### src/rtl/gpio_input_conditioner_pkg.sv
// Shared constants and helpers for the GPIO input conditioner.
// Provides the legal parameter ranges and the debounce counter width function.
package gpio_cond_pkg;

    localparam int unsigned SYNC_STAGES_MIN     = 2;
    localparam int unsigned SYNC_STAGES_MAX     = 4;
    localparam int unsigned DEBOUNCE_CYCLES_MIN = 1;

    // Bits needed to hold values 0..count, never less than one.
    function automatic int unsigned cnt_width(input int unsigned count);
        int unsigned w;
        w = 1;
        while ((64'd1 << w) < (64'(count) + 64'd1)) begin
            w++;
        end
        return w;
    endfunction

endpackage

### src/rtl/gpio_input_conditioner_if.sv
// Pin bus between the pad side and the conditioner; master drives the raw
// pads and bypass mask, slave returns debounced levels and edge pulses.
interface gpio_input_conditioner_if #(
    parameter int unsigned WIDTH = 12
);
    logic [WIDTH-1:0] pins_raw;
    logic [WIDTH-1:0] bypass;
    logic [WIDTH-1:0] pins_read;
    logic [WIDTH-1:0] rise;
    logic [WIDTH-1:0] fall;

    modport master (
        output pins_raw,
        output bypass,
        input  pins_read,
        input  rise,
        input  fall
    );

    modport slave (
        input  pins_raw,
        input  bypass,
        output pins_read,
        output rise,
        output fall
    );
endinterface

### src/rtl/gpio_debounce_bit.sv
// One pin: synchroniser chain, stability counter, stable register and
// registered rise/fall edge detector.
module gpio_debounce_bit
    import gpio_cond_pkg::*;
#(
    parameter int unsigned SYNC_STAGES     = 2,
    parameter int unsigned DEBOUNCE_CYCLES = 1000,
    parameter logic        RESET_VALUE     = 1'b0
) (
    input  logic clk,
    input  logic rst,
    input  logic raw,
    input  logic bypass,
    output logic level,
    output logic rise,
    output logic fall
);

    localparam int unsigned     CW      = cnt_width(DEBOUNCE_CYCLES);
    localparam logic [CW-1:0]   CNT_MAX = CW'(DEBOUNCE_CYCLES - 1);

    logic [SYNC_STAGES-1:0] sync_q;
    logic                   sync;
    logic                   stable;
    logic                   stable_prev;
    logic [CW-1:0]          cnt;

    assign sync  = sync_q[SYNC_STAGES-1];
    assign level = stable;

    always_ff @(posedge clk) begin
        if (rst) begin
            sync_q      <= {SYNC_STAGES{RESET_VALUE}};
            stable      <= RESET_VALUE;
            stable_prev <= RESET_VALUE;
            cnt         <= '0;
            rise        <= 1'b0;
            fall        <= 1'b0;
        end else begin
            sync_q      <= {sync_q[SYNC_STAGES-2:0], raw};
            stable_prev <= stable;
            rise        <= stable & ~stable_prev;
            fall        <= ~stable & stable_prev;

            // A returning level or bypass discards any partial count; no resume.
            if (bypass) begin
                stable <= sync;
                cnt    <= '0;
            end else if (sync == stable) begin
                cnt <= '0;
            end else if (cnt == CNT_MAX) begin
                stable <= sync;
                cnt    <= '0;
            end else begin
                cnt <= cnt + CW'(1);
            end
        end
    end

endmodule

### src/rtl/gpio_input_conditioner.sv
// Per-bank GPIO input conditioner: one debounce slice per pin, outputs
// gathered back onto the pin bus.
module gpio_input_conditioner
    import gpio_cond_pkg::*;
#(
    parameter int unsigned      WIDTH           = 12,
    parameter int unsigned      SYNC_STAGES     = 2,
    parameter int unsigned      DEBOUNCE_CYCLES = 1000,
    parameter logic [WIDTH-1:0] RESET_VALUE     = '0
) (
    input  logic                            io_clock,
    input  logic                            io_reset,
    gpio_input_conditioner_if.slave         io
);

    if (SYNC_STAGES < SYNC_STAGES_MIN || SYNC_STAGES > SYNC_STAGES_MAX) begin : g_bad_sync
        $error("gpio_input_conditioner: SYNC_STAGES out of range");
    end
    if (DEBOUNCE_CYCLES < DEBOUNCE_CYCLES_MIN) begin : g_bad_debounce
        $error("gpio_input_conditioner: DEBOUNCE_CYCLES out of range");
    end

    logic [WIDTH-1:0] level;
    logic [WIDTH-1:0] rise;
    logic [WIDTH-1:0] fall;

    for (genvar i = 0; i < WIDTH; i++) begin : g_bit
        gpio_debounce_bit #(
            .SYNC_STAGES     (SYNC_STAGES),
            .DEBOUNCE_CYCLES (DEBOUNCE_CYCLES),
            .RESET_VALUE     (RESET_VALUE[i])
        ) u_bit (
            .clk    (io_clock),
            .rst    (io_reset),
            .raw    (io.pins_raw[i]),
            .bypass (io.bypass[i]),
            .level  (level[i]),
            .rise   (rise[i]),
            .fall   (fall[i])
        );
    end

    assign io.pins_read = level;
    assign io.rise      = rise;
    assign io.fall      = fall;

endmodule

### src/flat_wrapper.sv
// flat-port wrapper written by rule: the top's interface ports become plain ports
module gpio_input_conditioner_flat import gpio_cond_pkg::*;
#(
    parameter int unsigned      WIDTH           = 12,
    parameter int unsigned      SYNC_STAGES     = 2,
    parameter int unsigned      DEBOUNCE_CYCLES = 1000,
    parameter logic [WIDTH-1:0] RESET_VALUE     = '0
)
  (io_clock, io_reset, io_pins_raw, io_bypass, io_pins_read, io_rise, io_fall);
  gpio_input_conditioner_if #(.WIDTH(WIDTH)) io_i ();
  input  logic io_clock;
  input  logic io_reset;
  input wire logic [$bits(io_i.pins_raw)-1:0] io_pins_raw;
  input wire logic [$bits(io_i.bypass)-1:0] io_bypass;
  output wire logic [$bits(io_i.pins_read)-1:0] io_pins_read;
  output wire logic [$bits(io_i.rise)-1:0] io_rise;
  output wire logic [$bits(io_i.fall)-1:0] io_fall;
  assign io_i.pins_raw = io_pins_raw;
  assign io_i.bypass = io_bypass;
  assign io_pins_read = io_i.pins_read;
  assign io_rise = io_i.rise;
  assign io_fall = io_i.fall;
  gpio_input_conditioner #(.WIDTH(WIDTH), .SYNC_STAGES(SYNC_STAGES), .DEBOUNCE_CYCLES(DEBOUNCE_CYCLES), .RESET_VALUE(RESET_VALUE)) u_core (.io_clock(io_clock), .io_reset(io_reset), .io(io_i));
endmodule
### config.mk
export PLATFORM = sky130hd
export DESIGN_NAME = gpio_input_conditioner_flat
export DESIGN_NICKNAME = d
export VERILOG_FILES = /design/src/rtl/gpio_input_conditioner_pkg.sv /design/src/rtl/gpio_input_conditioner_if.sv /design/src/rtl/gpio_debounce_bit.sv /design/src/rtl/gpio_input_conditioner.sv /design/src/flat_wrapper.sv
export SDC_FILE = /design/constraint.sdc
export NUM_CORES = 1
export LEC_CHECK = 0
export CORE_ASPECT_RATIO = 1.4
export CORE_MARGIN = 2
export CORE_UTILIZATION = 45
export DETAILED_ROUTE_END_ITERATION = 10
export SYNTH_ARGS = -nofsm -noshare
export SYNTH_HDL_FRONTEND = slang
export SYNTH_SLANG_ARGS = --single-unit
### constraint.sdc
create_clock -name io_clock -period 3.33 [get_ports io_clock]
set_input_delay 0.8325 -clock io_clock [delete_from_list [all_inputs] [get_ports io_clock]]
set_output_delay 0.8325 -clock io_clock [all_outputs]
set_load 0.02 [all_outputs]
Word-level counts from Yosys, hierarchy flattened
Index checks and enable logic that the tools add are counted.
{"block": "totals", "ff_bits": 192, "out_inout_bits": 36}
{"block": "classes", "n_addsub": 12, "eq_ne": 36, "n_mux": 36, "bitwise": 48, "n_reduce_logical": 36}
{"cell": "10-bit by 1-bit adder with 10-bit output (second input constant)", "count": 12}
{"cell": "10-bit equality test (second input constant)", "count": 12}
{"cell": "4-bit OR reduction", "count": 12}
{"cell": "1-bit 2-to-1 mux", "count": 36}
{"cell": "1-bit bitwise AND", "count": 24}
{"cell": "2-bit != test (second input constant)", "count": 12}
{"cell": "1-bit NOT", "count": 24}
{"cell": "2-bit AND reduction", "count": 12}
{"cell": "2-bit nonzero test", "count": 12}
{"cell": "1-bit equality test", "count": 12}

Logic depth before layout (Yosys ltp)
Gate-level depths: netlist of run 1.
{"block": "logic_depth", "word_depth": 4, "ltp_mapped": 5}

Hierarchy
From an unflattened synthesis of run 1, not the netlist that was laid out.
{"block": "unflattened", "hier_cells": 768, "hier_area_um2": 7842.5}
{"module": "gpio_debounce_bit at u_core.g_bit[0].u_bit ...", "instances": 11, "cells_each": 64, "area_per_inst_um2": 654.4}
{"module": "gpio_debounce_bit at u_core.g_bit[9].u_bit", "instances": 1, "cells_each": 64, "area_per_inst_um2": 644.4}

Worst setup path after synthesis of run 1
OpenSTA, ideal clock, no wires.
{"block": "synth_timing", "path_kind": "input to register", "from": "input io_reset", "to": "register u_core.g_bit[7].u_bit.cnt[2]", "setup_ps": 133, "arrival_time_ps": 1502, "t_required_ps": 3197, "slack_ps": 1696, "cell_stages": 4, "cell_sequence": "clkbuf_1 nand2b_1 clkbuf_1 nor3_1"}
{"block": "synth_between", "elab_chain_len": 1}
{"item": "start: declaration", "line": "flat_wrapper.sv:12", "rtl": "input logic io_reset;"}
{"item": "4-bit OR reduction (no source line)"}
{"item": "end signal: assignment", "line": "gpio_debounce_bit.sv:55", "rtl": "cnt <= cnt + CW'(1);"}
{"item": "end: declaration", "line": "gpio_debounce_bit.sv:26", "rtl": "logic [CW-1:0] cnt;"}
No other way between the ends.
A chain may end at the register's enable or synchronous reset.

Worst setup path in the final report of run 1
{"block": "layout_timing", "from": "register u_core.g_bit[6].u_bit.stable", "to": "output io_pins_read[6]"}
{"item": "start: declaration", "line": "gpio_debounce_bit.sv:24", "rtl": "logic stable;"}
{"item": "start signal: assignment", "line": "gpio_debounce_bit.sv:47", "rtl": "stable <= sync;"}
{"item": "start signal: assignment", "line": "gpio_debounce_bit.sv:52", "rtl": "stable <= sync;"}
{"item": "end: declaration", "line": "flat_wrapper.sv:15", "rtl": "output wire logic [$bits(io_i.pins_read)-1:0] io_pins_read;"}
No word-level cell between the ends.

==> flow_summary.yaml, run 1 <==
status:
  status: "finished clean"
timing:
  clock.fmax_ghz: 0.4286
  max_slew_margin: 0.2267
  final_hold_violations: 0
  final.setup_skew_ns: 0.008343
  grt_setup_unrepaired: "false"
  hold_ws_ns: 0.4073
  setup_total_negative_slack_ns: 0
  final.period_utilization: 0.7007
  worst_slew_pin_slew_ns: 1.147
  final.min_clock_period_ns: 2.333
  final_count_of_negative_setup_slack_endpoints: 0
  report.final.slew_viol_count: 0
power:
  p_sw_frac: 0.2195
  power.share.clock: 0.449
  cellInternalPower_mw: 3.541
  power.combinational.fraction: 0.036
  report.power.total_mw: 4.537
  vdd_drop_max_uv: 324.3
  power_density_nw_per_um2: 502.8
  share_seq_of_total_power: 0.515
  total_leakage_power_nw: 2.983
  power_switching_uw: 996.1
logic_synthesis:
  synth_cells: 811
  syn-cell-area_um2: 7840
  postSynthNetCount: 849
  synth_top_cells_by_area: "dfxtp_1 (49%), a211oi_1 (5.1%), xor2_1 (4.0%), nor3_1 (3.8%), o31ai_1 (3.6%)"
  synth_top_area_cell: "dfxtp_1"
  synth_sequential_area_ratio: 0.4903
  synth-seq-cells: 192
  postSynthAreaPerCell_um2: 9.667
  ys.warnings.count: 0
  netlist.area_leader.share: 0.4903
  synth_cell_type_count: 29
drt:
  final_antenna_net_count: 0
  first_pass_iters: 4
  route.detailed.vias_per_inst: 5.342
  route.vias.total: 5785
  detail_route.wirelength_um: 14100
  drc: 0
  drt_iter0_markers: 268
  avgRoutedWirePerCell_um: 13.02
run:
  drv_cap: 0
floorplan:
  initial_utilization: 0.4561
  placeableCoreArea_um2: 17190
  die_span_y_um: 160.2
  die_area_um2: 18510
  num_rows: 57
  ios: 62
  fp.dieW_um: 115.6
clocking:
  cts-resized-gates: 0
  tritoncts_clock_tree: "built"
  post_cts_hold_buffer_count: 0
  clk_root_buffer_cell: "clkbuf_16"
  cts_setup_buffers: 0
  cts_inserted_buffers: 17
  clock_sinks: 192
  path_clk_slew_ns: 0.07
  htree_levels: 4
  clock_latency_ns: 0.42
  cts_buffer_depth: 2
global_route:
  antenna_found_initial: 0
  grt_pass1_wl_um: 24760
  grt_max_degree: 73
  via_count_of_the_first_global_routing_pass: 5686
  global_route.usage.total: 0.1612
  gr-total-overflow: 0
worst_setup_path:
  crit_path_max_incr_delay_ns: 0.65
  crit_slowest_cell: "clkdlybuf4s50_1"
  critical_path.n_buffers_inverters: 1
  max_fo_critical_path: 4
  critical_path.top_delay_family: "buffers and inverters"
  crit_chain: "clkdlybuf4s50_1"
  timing.critical_path.arrival_ns: 1.50
  cp_data_required_time_ns: 2.50
  worst-setup-path-type: "flip-flop to primary output"
  crit_path_end_kind: "primary output"
  crit_path_start_kind: "flip-flop"
placed_design:
  place_hpwl_um: 9876
  placedCellCount: 1051
  gp_routability_congestion: 0.8362
  numPortBuffers: 61
final_layout:
  layout.cells.non_filler: 1083
  antenna_cells: 0
  layout-drive-gt1-share: 0.06494
  area.sequential_um2: 3844
  net_count_of_the_finished_layout: 872
  multi_input_comb_area_um2: 3433
  num-fill-cells: 1562
  area.growth.synth_to_final_pct: 15.11
hold_path:
  hold_class: "flip-flop to flip-flop"
cell usage after synthesis:
master,count
nand3_4,1
clkbuf_1,18
nor3_1,60
inv_1,43
or4_4,1
nand4b_1,9
o41ai_2,3
buf_2,12
nand4_1,19
or3_1,31
nor2b_1,24
o31ai_1,38
a211oi_2,7
mux2i_1,12
buf_4,36
ha_1,12
nand3_1,34
xor2_1,36
o21ai_0,31
xnor2_1,12
nor3b_1,12
nand3_2,1
buf_1,1
dfxtp_1,192
or4_1,28
nor2_1,12
a211oi_1,53
nand2_1,34
nand2b_1,39
kinds of logic after synthesis:
logic type,count (synthesis),share of synthesized area
fa+ha+maj,12,0.01915
buf+inv,110,0.07181
flops,192,0.4903
compound gates,132,0.1243
xor+xnor,48,0.05362
simple gates,305,0.2255
mux,12,0.01532
registers in the layout, indices dropped and copies added, names as in the netlist:
register                        flops
u_core.g_bit.u_bit.cnt            120
u_core.g_bit.u_bit.fall            12
u_core.g_bit.u_bit.level           12
u_core.g_bit.u_bit.rise            12
u_core.g_bit.u_bit.stable_prev     12
u_core.g_bit.u_bit.sync_q          24
power by group through the flow:
stage	logic, mW	registers (mW)	clock network, mW
global route	0.181	2.34	2.18
global placement	0.161	2.39	0
finish	0.163	2.34	2.04
detailed placement	0.165	2.39	0
CTS	0.166	2.34	2.09
floorplan	0.109	2.39	0
metrics by stage:
step	utilization	setup WS (ns)	area [um2]
3_3_place_gp	0.4903	1.284	8427
5_1_grt	0.5251	0.9146	9025
6_report	0.5251	0.9967	9025
4_1_cts	0.5251	0.9515	9025
3_5_place_dp	0.4903	1.272	8427
2_1_floorplan	-	1.696	7840
layout make-up:
type,count,area share
multi-input cells,509,0.3804
repair buffers,71,0.07681
clock buffers,19,0.04908
well taps,236,0.03272
inverters,43,0.01788
clock inverters,13,0.01719
flip-flops and latches,192,0.4259
per-layer routing:
layer | GRT usage | part of all wire
met1 | 0.1843 | 0.44
met3 | 0.04213 | 0.031
met4 | 0.05969 | 0.014
met5 | 0 | 0
met2 | 0.2836 | 0.51
final timing paths:
check                                                                   from                                        to  slack, ns  cells after the start
worst max-delay path                u_core.g_bit[6].u_bit.level$_SDFFE_PP0P_                           io_pins_read[6]        1.0                      1
worst min-delay path            u_core.g_bit[0].u_bit.stable_prev$_SDFF_PP0_     u_core.g_bit[0].u_bit.rise$_SDFF_PP0_       0.41                      1
worst max register to register       u_core.g_bit[4].u_bit.cnt[0]$_SDFF_PP0_  u_core.g_bit[4].u_bit.level$_SDFFE_PP0P_       1.29                      4
worst min register to register  u_core.g_bit[0].u_bit.stable_prev$_SDFF_PP0_     u_core.g_bit[0].u_bit.rise$_SDFF_PP0_       0.41                      1
cell usage in the layout (no fill, tap or decap), types with 12 or more instances in the layout:
cell,Yosys,routed
nand3_1,34,34
nand2b_1,39,39
dfxtp_1,192,192
nand4_1,19,19
nor2_1,12,12
or4_1,28,28
a211oi_1,53,53
xnor2_1,12,12
clkdlybuf4s50_1,0,60
or3_1,31,31
o21ai_0,31,31
mux2i_1,12,12
o31ai_1,38,38
clkbuf_16,0,17
xor2_1,36,36
nand2_1,34,34
nor3_1,60,60
nor3b_1,12,12
ha_1,12,12
nor2b_1,24,24
inv_1,43,43
worst register-to-register path: stages (launching register included):
cell     delay, ns
dfxtp_1       0.36
ha_1          0.21
nand2_1       0.14
o41ai_2       1.00
mux2i_1       0.26
(Power assumes the default switching activity.)
==> run 2: changes to the inputs <==
clock period = 2.38 ns   (was 3.33 ns; I/O delays follow)
==> run 2 against run 1 <==
Net effect: critical path depth up 3; via count is 1.4% higher; sequential power increased by 40%; global-route usage rose by 0.54 points; worst setup slack got worse by 0.76 ns; die area unchanged; sequential share of layout area is 0.12 points lower; combinational power increased by 43%; design area grew 0.28%; largest power group unchanged; core utilization is 0.15 points higher.
==> flow_summary.yaml, run 2 (synthesis results as in run 1) <==
status:
  status: "finished clean"
global_route:
  grt_use_met1: 0.1824
  antenna_found_initial: 1
  grt_pass1_wl_um: 25810
  global_route.usage.total: 0.1666
  gr-total-overflow: 0
  grtUsageMet2: 0.3068
  busiest_layer: "met2"
  grt_util_met3: 0.04213
  via_count_of_the_first_global_routing_pass: 5900
  grt_max_degree: 31
placed_design:
  place_hpwl_um: 10520
  gp_routability_congestion: 0.7558
  numPortBuffers: 61
clocking:
  cts-resized-gates: 0
  cts_buffer_depth: 2
  clk_root_buffer_cell: "clkbuf_16"
  post_cts_hold_buffer_count: 0
  cts_setup_buffers: 0
  clock_latency_ns: 0.42
  htree_levels: 4
  tritoncts_clock_tree: "built"
  clock_sinks: 192
  cts_inserted_buffers: 17
  path_clk_slew_ns: 0.07
worst_setup_path:
  crit_path_max_incr_delay_ns: 1.10
  rr_endpoint: "u_core.g_bit[2].u_bit.level$_SDFFE_PP0P_"
  crit_chain: "ha_1, nand4b_1, o31ai_1, mux2i_1"
  critical_path.n_buffers_inverters: 0
  ff2ff_path_depth: 4
  crit_path_end_kind: "flip-flop"
  timing.critical_path.arrival_ns: 2.49
  launching_point_of_the_worst_reg2reg_path: "u_core.g_bit[2].u_bit.cnt[0]$_SDFF_PP0_"
  launch_point_of_the_critical_path: "u_core.g_bit[2].u_bit.cnt[0]$_SDFF_PP0_"
  cp_data_required_time_ns: 2.73
  crit_slowest_cell: "o31ai_1"
  worst-setup-path-type: "flip-flop to flip-flop"
  crit_path_start_kind: "flip-flop"
  critical_path.top_delay_family: "compound AO/OA/AOI/OAI gates"
  max_fo_critical_path: 11
  setup.reg_to_reg.worst_slack_ns: 0.24
  cp_num_cells: 4
  cp_capture_point: "u_core.g_bit[2].u_bit.level$_SDFFE_PP0P_"
final_layout:
  net_count_of_the_finished_layout: 874
  largest_register_ffs: 120
  layout.cells.most_common_list: "dfxtp_1 (192), nor3_1 (60), clkdlybuf4s50_1 (60), a211oi_1 (53), inv_1 (43)"
  layout-drive-gt1-share: 0.06494
  largestRegisters: "u_core.g_bit.u_bit.cnt x120, u_core.g_bit.u_bit.sync_q x24"
  largest-register: "u_core.g_bit.u_bit.cnt"
  area.growth.synth_to_final_pct: 15.43
  leading_cell_type_in_the_layout_fill_and_taps_excluded: "dfxtp_1"
  finish.utilization: 0.5265
timing:
  final.period_utilization: 0.9009
  grt_setup_unrepaired: "false"
  final.min_clock_period_ns: 2.144
  final_hold_violations: 0
  final.setup_skew_ns: 0.008897
  report.final.slew_viol_count: 0
  worst_slew_pin_slew_ns: 1.378
  final_count_of_negative_setup_slack_endpoints: 0
  max_slew_margin: 0.07347
  setup_total_negative_slack_ns: 0
  clock.fmax_ghz: 0.4664
floorplan:
  ios: 62
  die_area_um2: 18510
  die_span_y_um: 160.2
  placeableCoreArea_um2: 17190
  num_rows: 57
  fp.dieW_um: 115.6
  initial_utilization: 0.4561
drt:
  avgRoutedWirePerCell_um: 13.49
  route.vias.total: 5867
  detail_route.wirelength_um: 14620
  first_pass_iters: 5
  drt_iter0_markers: 227
  route.detailed.vias_per_inst: 5.412
  drc: 0
  final_antenna_net_count: 0
power:
  share_seq_of_total_power: 0.508
  cellInternalPower_mw: 5.130
  power_switching_mw: 1.307
  power.combinational.fraction: 0.036
  power_density_nw_per_um2: 711.3
  p_sw_frac: 0.2030
  power.share.clock: 0.456
  vdd_drop_max_uv: 512.7
  total_leakage_power_nw: 3.008
hold_path:
  hold_class: "flip-flop to flip-flop"
  min-delay-start: "u_core.g_bit[5].u_bit.stable_prev$_SDFF_PP0_"
  worst_hold_path.num_cells: 1
run:
  drv_cap: 0
## run 2: cell types whose count changed in the layout (fill, tap and decap cells not counted)
cell and delta:
buf_2 +1, buf_4 +1, bufinv_16 +2, clkinv_2 +4
clkinv_4 -3, clkinvlp_4 -2, diode_2 +1, inv_6 -2
inv_8 -1
## run 2: worst min path at each step
stage / endpoint / slack, ns
6_report: u_core.g_bit[5].u_bit.rise$_SDFF_PP0_ / 0.40
5_1_grt: u_core.g_bit[5].u_bit.rise$_SDFF_PP0_ / 0.41
4_1_cts: u_core.g_bit[5].u_bit.rise$_SDFF_PP0_ / 0.40
3_5_place_dp: u_core.g_bit[4].u_bit.rise$_SDFF_PP0_ / 0.39
3_3_place_gp: u_core.g_bit[9].u_bit.rise$_SDFF_PP0_ / 0.39
2_1_floorplan: u_core.g_bit[0].u_bit.rise$_SDFF_PP0_ / 0.38
## run 2: final cells by class
class	count	area [um2]
diodes	1	2.502
clock buffers	19	442.9
clock inverters	11	165.2
fillers	1577	8138
inverters	43	161.4
multi-input cells	509	3433
flip-flops and latches	192	3844
well taps	236	295.3
repair buffers	73	705.7
## run 2: layer usage
metal	wire length, um	vias to the layer above
met5	0	-
met2	7762	94
met1	6054	2800
met3	584	19
li1	-	2954
met4	216	0
## run 2: power groups by stage
stage	logic (mW)	clock network [mW]	registers (mW)
final	0.233	2.93	3.27
after global routing	0.257	3.15	3.27
after detailed placement	0.235	0	3.34
after CTS	0.236	3.02	3.27
after global placement	0.229	0	3.34
after floorplan	0.152	0	3.34
## run 2: worst reg2reg max path, stage by stage (launching register included)
cell	delay, ns
dfxtp_1	0.35
ha_1	0.23
nand4b_1	0.12
o31ai_1	1.10
mux2i_1	0.28
## run 2: through the flow
step           worst slack, ns  hold slack, ns  instance area [um2]  power, mW  std cells
6_report                0.2360          0.3965                 9050      6.437       1084
5_1_grt                0.03501          0.4084                 9047      6.682       1083
4_1_cts                 0.2517          0.4024                 9042      6.530       1082
3_5_place_dp            0.2684          0.3922                 8434      3.579       1052
3_3_place_gp            0.4009          0.3888                 8434      3.571       1052
2_1_floorplan           0.9618          0.3842                 7840      3.490        811
==> run 3: changes to the inputs <==
REMOVE_ABC_BUFFERS = 1   (was unset)
TNS_END_PERCENT = 10   (was unset)
==> run 3 against run 2 <==
Net effect: critical path depth unchanged; clock power decreased by 5%; die area unchanged; non-clock buffer count decreased by 2; maximum frequency increased by 0.98%; global-route usage decreased by 0.96 points; core utilization decreased by 0.23 points; design area decreased by 0.43%; total power decreased by 2.6%; wire length decreased by 5.8%; via count decreased by 1.8%; cell count about the same; largest cell class unchanged; highest routed layer unchanged.
==> flow_summary.yaml, run 3 (synthesis results as in run 1) <==
placed_design:
  place_hpwl_um: 9663
  numPortBuffers: 61
  placedCellCount: 1051
  dp_worst_setup_slack_ns: 0.3116
  placedInstanceArea_um2: 8427
  gp_routability_congestion: 0.7492
global_route:
  antenna_found_initial: 0
  grt_pass1_wl_um: 24110
  via_count_of_the_first_global_routing_pass: 5698
  grt_max_degree: 66
  global_route.usage.total: 0.1570
  gr-total-overflow: 0
hold_path:
  hold_class: "flip-flop to flip-flop"
power:
  power_density_nw_per_um2: 695.7
  report.power.total_mw: 6.269
  total_leakage_power_nw: 2.987
  vdd_drop_max_uv: 423.3
final_layout:
  largest_register_ffs: 120
  antenna_cells: 0
  net_count_of_the_finished_layout: 872
  layout-drive-gt1-share: 0.06612
  largestRegisters: "u_core.g_bit.u_bit.cnt x120, u_core.g_bit.u_bit.sync_q x24"
  leading_cell_type_in_the_layout_fill_and_taps_excluded: "dfxtp_1"
  postLayoutCellArea_um2: 9011
  largest-register: "u_core.g_bit.u_bit.cnt"
  area.growth.synth_to_final_pct: 14.94
  layout.cells.most_common_list: "dfxtp_1 (192), nor3_1 (60), clkdlybuf4s50_1 (60), a211oi_1 (53), inv_1 (43)"
  finish.utilization: 0.5243
  num-fill-cells: 1601
  layout.cells.non_filler: 1083
floorplan:
  die_span_y_um: 160.2
  die_area_um2: 18510
  num_rows: 57
  placeableCoreArea_um2: 17190
  ios: 62
  initial_utilization: 0.4561
  fp.dieW_um: 115.6
drt:
  first_pass_iters: 4
  drc: 0
  final_antenna_net_count: 0
  drt_iter0_markers: 197
  route.vias.total: 5760
  avgRoutedWirePerCell_um: 12.72
  detail_route.wirelength_um: 13780
  route.detailed.vias_per_inst: 5.319
status:
  status: "finished clean"
worst_setup_path:
  critical_path.n_buffers_inverters: 0
  critical_path.top_delay_family: "compound AO/OA/AOI/OAI gates"
  crit_path_end_kind: "flip-flop"
  timing.critical_path.arrival_ns: 2.48
  crit_slowest_cell: "o31ai_1"
  crit_path_start_kind: "flip-flop"
  cp_data_required_time_ns: 2.74
  worst-setup-path-type: "flip-flop to flip-flop"
  crit_path_max_incr_delay_ns: 1.05
  max_fo_critical_path: 11
  crit_chain: "ha_1, nand4b_1, o31ai_1, mux2i_1"
clocking:
  cts_setup_buffers: 0
  clk_root_buffer_cell: "clkbuf_16"
  path_clk_slew_ns: 0.07
  tritoncts_clock_tree: "built"
  cts-resized-gates: 0
  clock_latency_ns: 0.42
  cts_inserted_buffers: 17
  clock_sinks: 192
  htree_levels: 4
  post_cts_hold_buffer_count: 0
  cts_buffer_depth: 2
timing:
  hold_ws_ns: 0.4040
  clock.fmax_ghz: 0.4710
  grt_setup_unrepaired: "false"
  final.period_utilization: 0.8921
  setup_total_negative_slack_ns: 0
  final_hold_violations: 0
  max_slew_margin: 0.1136
  postLayoutSetupSlackWorst_ns: 0.2568
  final_count_of_negative_setup_slack_endpoints: 0
  final.setup_skew_ns: 0.007179
  report.final.slew_viol_count: 0
  worst_slew_pin_slew_ns: 1.318
  final.min_clock_period_ns: 2.123
run:
  drv_cap: 0
[run 3: per-layer routing]
layer | global-route usage | wire [um]
met1 | 0.1697 | 5955
met2 | 0.2892 | 7170
met3 | 0.04023 | 450
met4 | 0.05476 | 201
met5 | 0 | 0
[run 3: final timing paths]
kind	start	endpoint	slack [ns]	cells past startpoint
worst max-delay path	u_core.g_bit[9].u_bit.cnt[0]$_SDFF_PP0_	u_core.g_bit[9].u_bit.level$_SDFFE_PP0P_	0.26	4
worst min-delay path	u_core.g_bit[1].u_bit.stable_prev$_SDFF_PP0_	u_core.g_bit[1].u_bit.rise$_SDFF_PP0_	0.40	1
worst max register to register	u_core.g_bit[9].u_bit.cnt[0]$_SDFF_PP0_	u_core.g_bit[9].u_bit.level$_SDFFE_PP0P_	0.26	4
worst min register to register	u_core.g_bit[1].u_bit.stable_prev$_SDFF_PP0_	u_core.g_bit[1].u_bit.rise$_SDFF_PP0_	0.40	1
[run 3: power by group]
part	switching, mW	total (mW)	internal [mW]
clock	1.21	2.77	1.56
combinational	0.120	0.228	0.108
sequential	0.0201	3.27	3.25
total	1.35	6.27	4.92
[run 3: area by class of cell]
cell class / count / area, um2 / area share
Clock buffer: 21 / 480.5 / 0.05332
Clock inverter: 11 / 103.9 / 0.01152
Inverter: 43 / 161.4 / 0.01791
Multi-Input combinational cell: 509 / 3433 / 0.3810
Sequential cell: 192 / 3844 / 0.4265
Tap cell: 236 / 295.3 / 0.03277
Timing Repair Buffer: 71 / 693.2 / 0.07692
